===== src/rtl/bus_cycle_controller.sv =====
// 68000 bus-cycle sequencer: per-region wait states, DTACK/VPA termination, DUART IACK.
// Define BERR_WATCHDOG_EN to bus-error cycles that stay unanswered (watchdog + BERR).
module bus_cycle_controller #(
    parameter int unsigned ROM_WS       = 2,
    parameter int unsigned RAM_WS       = 0,
    parameter int unsigned DUART_WS     = 3,
    parameter int unsigned EXP_WS       = 4,
    parameter int unsigned DUART_IPL    = 5,
    parameter int unsigned BERR_TIMEOUT = 64
) (
    input  logic       CLK,
    input  logic       RST,
    input  logic       AS,
    input  logic       UDS,
    input  logic       LDS,
    input  logic [2:0] FC,
    input  logic [9:0] ADDR_H,
    input  logic [3:0] ADDR_L,
    output logic       DTACK,
    output logic       VPA,
    output logic       BERR,
    output logic       IACK_DUART
);
    localparam logic [1:0] S_IDLE = 2'd0, S_WAIT = 2'd1, S_ACK = 2'd2, S_BERR = 2'd3;

    localparam logic [2:0] C_ROM = 3'd0, C_RAM = 3'd1, C_DUART = 3'd2, C_EXP = 3'd3,
                           C_IO = 3'd4, C_UNMAP = 3'd5, C_DIACK = 3'd6, C_AUTOVEC = 3'd7;
`ifdef BERR_WATCHDOG_EN
    localparam bit WD_EN = 1'b1;
`else
    localparam bit WD_EN = 1'b0;
`endif

    logic [1:0] state_q, state_d;
    logic [2:0] cls_q, cls_d, cls;
    logic [7:0] cnt_q, cnt_d, ws;
    logic       armed_q, armed_d;
    logic       dtack_q, dtack_d, vpa_q, vpa_d, berr_q, berr_d, iack_q, iack_d;
    logic       is_iack, hang, wd_hit;

    // Strobes and low address bits carry no sequencing information.
    logic unused_ok;
    assign unused_ok = &{1'b0, UDS, LDS, ADDR_H[1:0], ADDR_L[3]};

    assign is_iack = (FC == 3'b111) && (ADDR_H[5:2] == 4'hF);

    always_comb begin
        cls = C_UNMAP;
        ws  = 8'd0;
        if (is_iack) begin
            if (ADDR_L[2:0] == 3'(DUART_IPL)) begin
                cls = C_DIACK;
                ws  = 8'(DUART_WS);
            end else begin
                cls = C_AUTOVEC;
            end
        end else begin
            case (ADDR_H[9:6])
                4'h0:       begin cls = C_ROM;   ws = 8'(ROM_WS);   end
                4'h8:       begin cls = C_RAM;   ws = 8'(RAM_WS);   end
                4'hC:       begin cls = C_DUART; ws = 8'(DUART_WS); end
                4'hD, 4'hE: begin cls = C_EXP;   ws = 8'(EXP_WS);   end
                4'hF:       cls = C_IO;
                default:    cls = C_UNMAP;
            endcase
        end
    end

    // Unmapped cycles only end through the watchdog when it exists.
    assign hang = WD_EN && (cls_q == C_UNMAP);

`ifdef BERR_WATCHDOG_EN
    logic [7:0] wd_q, wd_d;

    always_comb begin
        wd_d = wd_q;
        if (state_q == S_IDLE) wd_d = 8'd0;
        else if (!AS)          wd_d = wd_q + 8'd1;
    end

    always_ff @(posedge CLK or negedge RST) begin
        if (!RST) wd_q <= 8'd0;
        else      wd_q <= wd_d;
    end

    assign wd_hit = (state_q == S_WAIT) && !AS && (wd_q == 8'(BERR_TIMEOUT - 1));
`else
    assign wd_hit = 1'b0;
`endif

    always_comb begin
        state_d = state_q;
        cls_d   = cls_q;
        cnt_d   = cnt_q;
        armed_d = armed_q | AS;
        dtack_d = dtack_q;
        vpa_d   = vpa_q;
        berr_d  = berr_q;
        iack_d  = iack_q;
        if (state_q != S_IDLE && AS) begin
            // AS negated: end (or abort) the cycle and release every output.
            state_d = S_IDLE;
            dtack_d = 1'b1;
            vpa_d   = 1'b1;
            berr_d  = 1'b1;
            iack_d  = 1'b1;
        end else begin
            case (state_q)
                S_IDLE: begin
                    if (!AS && armed_q) begin
                        cls_d   = cls;
                        cnt_d   = ws;
                        iack_d  = (cls != C_DIACK);
                        state_d = (ws != 8'd0 || (WD_EN && cls == C_UNMAP)) ? S_WAIT : S_ACK;
                    end
                end
                S_WAIT: begin
                    if (wd_hit) begin
                        state_d = S_BERR;
                        berr_d  = 1'b0;
                    end else if (!hang) begin
                        cnt_d = cnt_q - 8'd1;
                        if (cnt_q == 8'd1) state_d = S_ACK;
                    end
                end
                S_ACK: begin
                    if (cls_q == C_AUTOVEC) vpa_d = 1'b0;
                    else                    dtack_d = 1'b0;
                end
                default: berr_d = 1'b0;
            endcase
        end
    end

    always_ff @(posedge CLK or negedge RST) begin
        if (!RST) begin
            state_q <= S_IDLE;
            cls_q   <= C_ROM;
            cnt_q   <= 8'd0;
            armed_q <= 1'b0;
            dtack_q <= 1'b1;
            vpa_q   <= 1'b1;
            berr_q  <= 1'b1;
            iack_q  <= 1'b1;
        end else begin
            state_q <= state_d;
            cls_q   <= cls_d;
            cnt_q   <= cnt_d;
            armed_q <= armed_d;
            dtack_q <= dtack_d;
            vpa_q   <= vpa_d;
            berr_q  <= berr_d;
            iack_q  <= iack_d;
        end
    end

    assign DTACK      = dtack_q;
    assign VPA        = vpa_q;
    assign BERR       = berr_q;
    assign IACK_DUART = iack_q;
endmodule

===== config.mk =====
export PLATFORM = sky130hd
export DESIGN_NAME = bus_cycle_controller
export DESIGN_NICKNAME = d
export VERILOG_FILES = /design/src/rtl/bus_cycle_controller.sv
export SDC_FILE = /design/constraint.sdc
export NUM_CORES = 1
export LEC_CHECK = 0
export BUFFER_PORTS_ARGS = -buffer_cell sky130_fd_sc_hd__buf_2
export CAP_MARGIN = 10
export CORE_MARGIN = 5
export CORE_UTILIZATION = 40
export CTS_BUF_LIST = sky130_fd_sc_hd__clkbuf_16
export DETAILED_ROUTE_END_ITERATION = 7
export HOLD_SLACK_MARGIN = 0.15
export SETUP_SLACK_MARGIN = 0.1
export SYNTH_ARGS = -nofsm -noshare
export SYNTH_HDL_FRONTEND = slang
export SYNTH_SLANG_ARGS = --single-unit

===== constraint.sdc =====
create_clock -name CLK -period 2.8 [get_ports CLK]
set_clock_uncertainty 0.15 [all_clocks]
set_input_delay 0.42 -clock CLK [delete_from_list [all_inputs] [get_ports CLK]]
set_output_delay 0.42 -clock CLK [all_outputs]
set_load 0.005 [all_outputs]

==> results of run 1 <==
-- cells in the mapped netlist, drive strengths merged (3+ instances only) --
cell | number | area [sq um]
inv | 3 | 11.26
clkbuf | 5 | 18.77
nand4 | 3 | 18.77
nand2 | 11 | 41.29
dfstp | 4 | 105.1
or2 | 3 | 18.77
o22a | 3 | 26.28
nand3 | 4 | 20.02
nor3 | 3 | 15.01
or4 | 3 | 27.53
nor2 | 19 | 71.32
a31oi | 4 | 25.02
xnor2 | 3 | 26.28
a21oi | 4 | 20.02
o21ai | 6 | 30.03
dfrtp | 14 | 350.3
-- power breakdown --
part	leakage, uW	switching [uW]	internal (uW)	total [uW]
Sequential	0.000217	59.1	337	397
Combinational	0.000272	106	123	229
Clock	0.0000385	93.2	190	283
Total	0.000528	258	650	909
-- worst max-delay path: cells and delay by family, from the launching register on --
kind	cells	cell delay (ns)
simple gates	2	1.06
flops	1	0.41
compound gates	2	0.39
-- cell type report --
class	count	area, sq um	share of cell area [%]
Sequential cell	18	455.4	36.40
Tap cell	30	37.54	3.000
Timing Repair Buffer	21	110.1	8.800
Inverter	3	11.26	0.9000
Multi-Input combinational cell	91	558.0	44.60
Clock inverter	1	3.754	0.3000
Clock buffer	3	75.07	6.000
-- cell families after synthesis --
| kind of cell | count (synthesis) | synth area share [%] |
|---|---|---|
| adders and majority gates | 2 | 2.398 |
| DFF | 18 | 43.65 |
| and+or+nand+nor | 55 | 26.98 |
| xor gates and xnor gates | 5 | 4.197 |
| buffers and inverters | 8 | 2.878 |
| AOI/OAI and AO/OA | 29 | 19.91 |
-- worst paths after layout --
kind	end	cells after the start	slack (ns)
setup / recovery	state_q[1]	4	0.69
hold / removal	BERR	2	0.33
setup reg to reg	state_q[1]	4	0.69
hold reg to reg	BERR	2	0.33
max in group asynchronous	IACK_DUART	2	1.70
min in group asynchronous	cnt_q[0]	2	0.48
-- flip-flops by register name (all words and copies together), names as in the netlist --
signal and count:
cnt_q 8, cls_q 3, state_q 2, BERR 1, DTACK 1, IACK_DUART 1
VPA 1, armed_q 1
-- metal layers --
metal | vias up | GRT usage (%) | share of wire [%]
met5 | - | 0 | 0
met4 | 0 | 7.121 | 1.6
met3 | 4 | 2.935 | 4.6
met2 | 25 | 22.36 | 47
met1 | 427 | 17.06 | 46
li1 | 470 | - | -
-- through the flow --
| stage | worst slack (ns) | utilization (%) | hold slack, ns |
|---|---|---|---|
| detailed placement | 0.6884 | 46.92 | 0.2217 |
| global route | 0.5042 | 50.51 | 0.3564 |
| finish | 0.6926 | 50.51 | 0.3317 |
| global placement | 0.7137 | 46.92 | 0.2187 |
| CTS | 0.6759 | 50.51 | 0.3344 |
| floorplan | 0.8054 | - | -0.02559 |
==> results.py, run 1 <==
metrics = {
    "global_routing": {
        "track_usage_pct": 13.74,
        "antenna_found_initial": 0,
        "grt_pass1_wl_um": 3815,
        "grt_max_degree": 19,
        "grt_pass1_vias": 905,
        "overflow": 0,
    },
    "worst_hold_path": {
        "hp-class": "reg2reg",
        "hp-start": "BERR",
    },
    "clock_tree": {
        "cts_resized": 0,
        "postCtsHoldBufs": 1,
        "htreeDepth": 1,
        "cts_tree": "done",
        "numCtsBuffers": 3,
        "cts_setup_buffers": 0,
        "clk_latency_ns": 0.25,
        "cts_root_buf": "clkbuf_16",
        "clock-sinks": 18,
        "clk_pin_slew_ns": 0.05,
        "clock_path_buffers": 2,
    },
    "timing": {
        "finalSetupTns_ns": 0,
        "hold_viol": 0,
        "finalCritPeriodShare_pct": 75.26,
        "period_minus_slack_ns": 2.107,
        "worst-slew-pin-transition_ns": 0.6605,
        "setup_viol": 0,
        "slew_viol_final": 0,
        "slew_headroom_pct": 55.80,
        "fmax_mhz": 474.5,
        "rsz0062_at_grt": "no",
    },
    "setup_path": {
        "start_kind": "flop",
        "endpoint_kind": "flop",
        "path_max_fanout": 4,
        "startpoint": "cnt_q[5]",
        "timing.rr.start": "cnt_q[5]",
        "slowest_stage": "or4_4",
        "worstPathCellList": "or4_4, or4b_1, o2bb2ai_1, a311oi_2",
        "crit_path_max_incr_delay_ns": 0.55,
        "arrival_ns": 2.11,
        "crit_required_ns": 2.80,
        "crit_type": "reg2reg",
    },
    "route": {
        "wl_per_cell_um": 13.45,
        "dr.pass1.iters": 4,
        "drt_iter0_markers": 44,
        "drc": 0,
        "vias": 926,
        "ant_nets": 0,
        "viasPerCell": 5.545,
        "drt_wl_total_um": 2246,
    },
    "cells_and_area": {
        "postLayoutCellArea_sq_mm": 0.001251,
        "layoutNonFillerInstCount": 167,
        "final_common_cell": "buf_2",
        "diodes": 0,
        "final_cell_mix": "20 x buf_2, 19 x nor2_1, 14 x dfrtp_1",
        "num-fill-cells": 242,
        "syn_to_final_growth_pct": 19.90,
        "drive_gt1_share_pct": 25.55,
        "fin_nets": 162,
    },
    "die": {
        "rows": 18,
        "die_width_um": 61.08,
        "die_area_sq_mm": 0.003730,
        "die_h_um": 61.08,
        "io_pins": 26,
        "initial_core_util_pct": 42.12,
        "coreArea_sq_mm": 0.002477,
    },
    "power": {
        "power_leakage_uw": 0.0005277,
        "vdd.ir_drop.worst_uv": 411.8,
        "p_per_area_mw_per_mm2": 726.2,
        "power_uw": 908.6,
    },
    "status": {
        "outcome": "finished, final reports clean",
    },
    "place": {
        "gp_congestion": 0.8182,
        "dp.cells": 162,
        "hpwl_um": 1785,
        "place_area_sq_mm": 0.001162,
        "port_buffers": 20,
    },
    "yosys": {
        "yosys_most_used_dff": "dfrtp_1",
        "synthArstFlopShare_pct": 100.0,
        "yosysSeqAreaShare_pct": 43.65,
        "yosysWarnings": 0,
        "syn_area_per_cell_sq_um": 8.919,
        "syn_area_sq_mm": 0.001044,
        "syn_inst": 117,
        "synth_edf_count": 0,
        "synth.distinct_cells": 38,
        "synth_nets": 141,
        "ys_ff_latch": 18,
    },
    "job": {
        "cap_violations": 0,
    },
}
Power figures use the tool's default switching activity.
==> run 2: changes to the inputs <==
--- a/config.mk
+++ b/config.mk
@@ -5,6 +5,7 @@
 export SDC_FILE = /design/constraint.sdc
 export NUM_CORES = 1
 export LEC_CHECK = 0
+export ABC_AREA = 1
 export BUFFER_PORTS_ARGS = -buffer_cell sky130_fd_sc_hd__buf_2
 export CAP_MARGIN = 10
 export CORE_MARGIN = 5
==> constraint.sdc (replaced) <==
create_clock -name CLK -period 1.85 [get_ports CLK]
set_clock_uncertainty 0.15 [all_clocks]
set_input_delay 0.2775 -clock CLK [delete_from_list [all_inputs] [get_ports CLK]]
set_output_delay 0.2775 -clock CLK [all_outputs]
set_load 0.005 [all_outputs]
==> run 2 against run 1 <==
  * Sequential power is 70% higher
  * Combinational power grew to 3.1 times the previous value
  * Critical path depth increased by 2
  * Clock-buffer cell count unchanged
  * Flip-flop and latch count unchanged
  * Synthesized cell count increased by 37%
  * Via count is 15% higher
  * Global-route usage is essentially flat
  * Sequential share of layout area shrank 2.4 points
  * Non-clock buffer count unchanged
  * Highest routed layer is now met3
==> results.py, run 2 <==
metrics = {
    "setup_path": {
        "crit_required_ns": 1.83,
        "startpoint": "state_q[0]",
        "slowest_stage": "dfrtp_1",
        "worstPathCellList": "nor2_2, nand3_4, o21ai_4, inv_2, nor2_1, a21oi_1",
        "ff2ff_path_depth": 6,
        "timing.rr.start": "state_q[0]",
        "crit_path_max_incr_delay_ns": 0.48,
        "endpoint_kind": "flop",
        "worstSetupEndpoint": "cnt_q[1]",
        "start_kind": "flop",
        "reg2reg_setup_slack_ns": 0.34,
        "crit_type": "reg2reg",
        "r2r-end": "cnt_q[1]",
        "path_max_fanout": 10,
        "arrival_ns": 1.49,
    },
    "global_routing": {
        "antenna_found_initial": 0,
        "grt_pass1_wl_um": 4491,
        "grt_pass1_vias": 1068,
        "grt_max_degree": 19,
        "overflow": 0,
        "track_usage_pct": 13.78,
    },
    "cells_and_area": {
        "final_core_util_pct": 49.45,
        "diodes": 0,
        "fin_nets": 210,
        "reg_top3": "cnt_q x8, cls_q x3, state_q x2",
        "largest_reg_flops": 8,
        "syn_to_final_growth_pct": 20.47,
        "final_cell_mix": "50 x nand2_1, 25 x nor2_1, 21 x inv_1",
        "final_common_cell": "nand2_1",
        "num-fill-cells": 286,
        "largest-register": "cnt_q",
        "drive_gt1_share_pct": 18.92,
    },
    "timing": {
        "finalSetupTns_ns": 0,
        "fin_ws_ns": 0.3433,
        "slew_viol_final": 0,
        "rsz0062_at_grt": "no",
        "finalCritPeriodShare_pct": 81.44,
        "slew_headroom_pct": 73.28,
        "fmax_mhz": 663.7,
        "hold_viol": 0,
        "setup_viol": 0,
        "worst-slew-pin-transition_ns": 0.4009,
        "period_minus_slack_ns": 1.507,
    },
    "yosys": {
        "yosysTopAreaCell": "dfrtp_1",
        "yosys_most_used_dff": "dfrtp_1",
        "syn_area_sq_mm": 0.001112,
        "syn_inst": 160,
        "synth_nets": 184,
        "yosysMostFrequentCell": "nand2_1",
        "synth_area_leaders": "dfrtp_1 31%, nand2_1 17%, dfstp_2 9.4%",
        "ys_ff_latch": 18,
        "synth.distinct_cells": 21,
        "synthTopCellsByCount": "50 x nand2_1, 25 x nor2_1, 21 x inv_1, 14 x dfrtp_1, 13 x nand3_1",
        "syn_area_per_cell_sq_um": 6.952,
        "synth_edf_count": 0,
        "yosysTopAreaCellShare_pct": 31.50,
        "yosysSeqAreaShare_pct": 40.94,
        "yosysWarnings": 0,
        "synthArstFlopShare_pct": 100.0,
    },
    "route": {
        "viasPerCell": 4.935,
        "drt_iter0_markers": 63,
        "wl_per_cell_um": 11.13,
        "drc": 0,
        "vias": 1066,
        "ant_nets": 0,
        "dr.pass1.iters": 4,
        "drt_wl_total_um": 2403,
    },
    "power": {
        "power_leakage_uw": 0.0007450,
        "vdd.ir_drop.worst_uv": 780.8,
        "p_per_area_mw_per_mm2": 1360,
    },
    "place": {
        "port_buffers": 20,
        "dpl_worst_slack_ns": 0.3506,
        "gp_congestion": 0.7739,
        "hpwl_um": 1876,
    },
    "clock_tree": {
        "cts_resized": 0,
        "postCtsHoldBufs": 1,
        "clock_path_buffers": 2,
        "clock-sinks": 18,
        "clk_pin_slew_ns": 0.05,
        "numCtsBuffers": 3,
        "cts_root_buf": "clkbuf_16",
        "cts_setup_buffers": 0,
        "htreeDepth": 1,
        "clk_latency_ns": 0.24,
        "cts_tree": "done",
    },
    "die": {
        "die_width_um": 62.74,
        "initial_core_util_pct": 41.04,
        "rows": 19,
        "coreArea_sq_mm": 0.002710,
        "io_pins": 26,
        "die_h_um": 62.74,
        "die_area_sq_mm": 0.003936,
    },
    "job": {
        "cap_violations": 0,
    },
    "status": {
        "outcome": "finished, final reports clean",
    },
    "worst_hold_path": {
        "hp-class": "in2reg",
    },
}
-- run 2: where the power goes --
part	internal, uW	total (uW)	switching, uW
sequential	557	673	116
clock	287	430	143
combinational	266	720	453
total	1110	1820	712
-- run 2: cell type report --
type                       count  area (sq um)  area share (%)
clock buffer                   3         75.07           5.602
clock inverter                 1         3.754          0.2801
inverter                      23         87.58           6.536
multi-input combinational    119         569.3           42.48
sequential                    18         455.4           33.99
tap                           31         38.79           2.894
timing repair buffer          21         110.1           8.217
-- run 2: worst max-delay path: cells and delay by family, from the launching register on --
| kind | cells | cell delay (ns) |
|---|---|---|
| buffers and inverters | 1 | 0.08 |
| flip-flops | 1 | 0.48 |
| AND/OR/NAND/NOR | 3 | 0.44 |
| AO/OA/AOI/OAI | 2 | 0.24 |
-- run 2: worst min-delay path by stage --
stage	start	end	slack [ns]	cells after the start
after global routing	AS	BERR	0.25	3
after CTS	AS	BERR	0.24	3
after floorplan	RST	armed_q	-0.17	0
final	AS	BERR	0.23	3
after global placement	RST	cnt_q[5]	0.08	1
after detailed placement	RST	cnt_q[5]	0.08	1
-- run 2: routing by layer --
| layer | share of wire, % | GRT usage (%) | wire length (um) | vias to the layer above |
|---|---|---|---|---|
| met5 | 0 | 0 | 0 | - |
| met4 | 0 | 5.570 | 0 | 0 |
| met3 | 5.3 | 1.978 | 127 | 0 |
| met2 | 48 | 22.93 | 1154 | 30 |
| met1 | 47 | 17.79 | 1121 | 476 |
| li1 | - | - | - | 560 |
-- run 2: kinds of logic after synthesis --
| group | share of synthesized area [%] |
|---|---|
| AND/OR/NAND/NOR | 37.12 |
| AO/OA/AOI/OAI | 11.02 |
| buffers and inverters | 7.874 |
| adder cells (fa/ha/maj) | 2.249 |
| flip-flops | 40.95 |
| XOR/XNOR | 0.7875 |
-- run 2: metrics by stage --
stage                     cell area [sq um]  hold WS (ns)  cells  power (uW)
after CTS                              1340        0.2399    216        1840
after detailed placement               1251       0.08248    211        1398
after global placement                 1251       0.07777    211        1369
final                                  1340        0.2333    216        1822
after global routing                   1340        0.2487    216        2005
after floorplan                        1112       -0.1681    160        1196
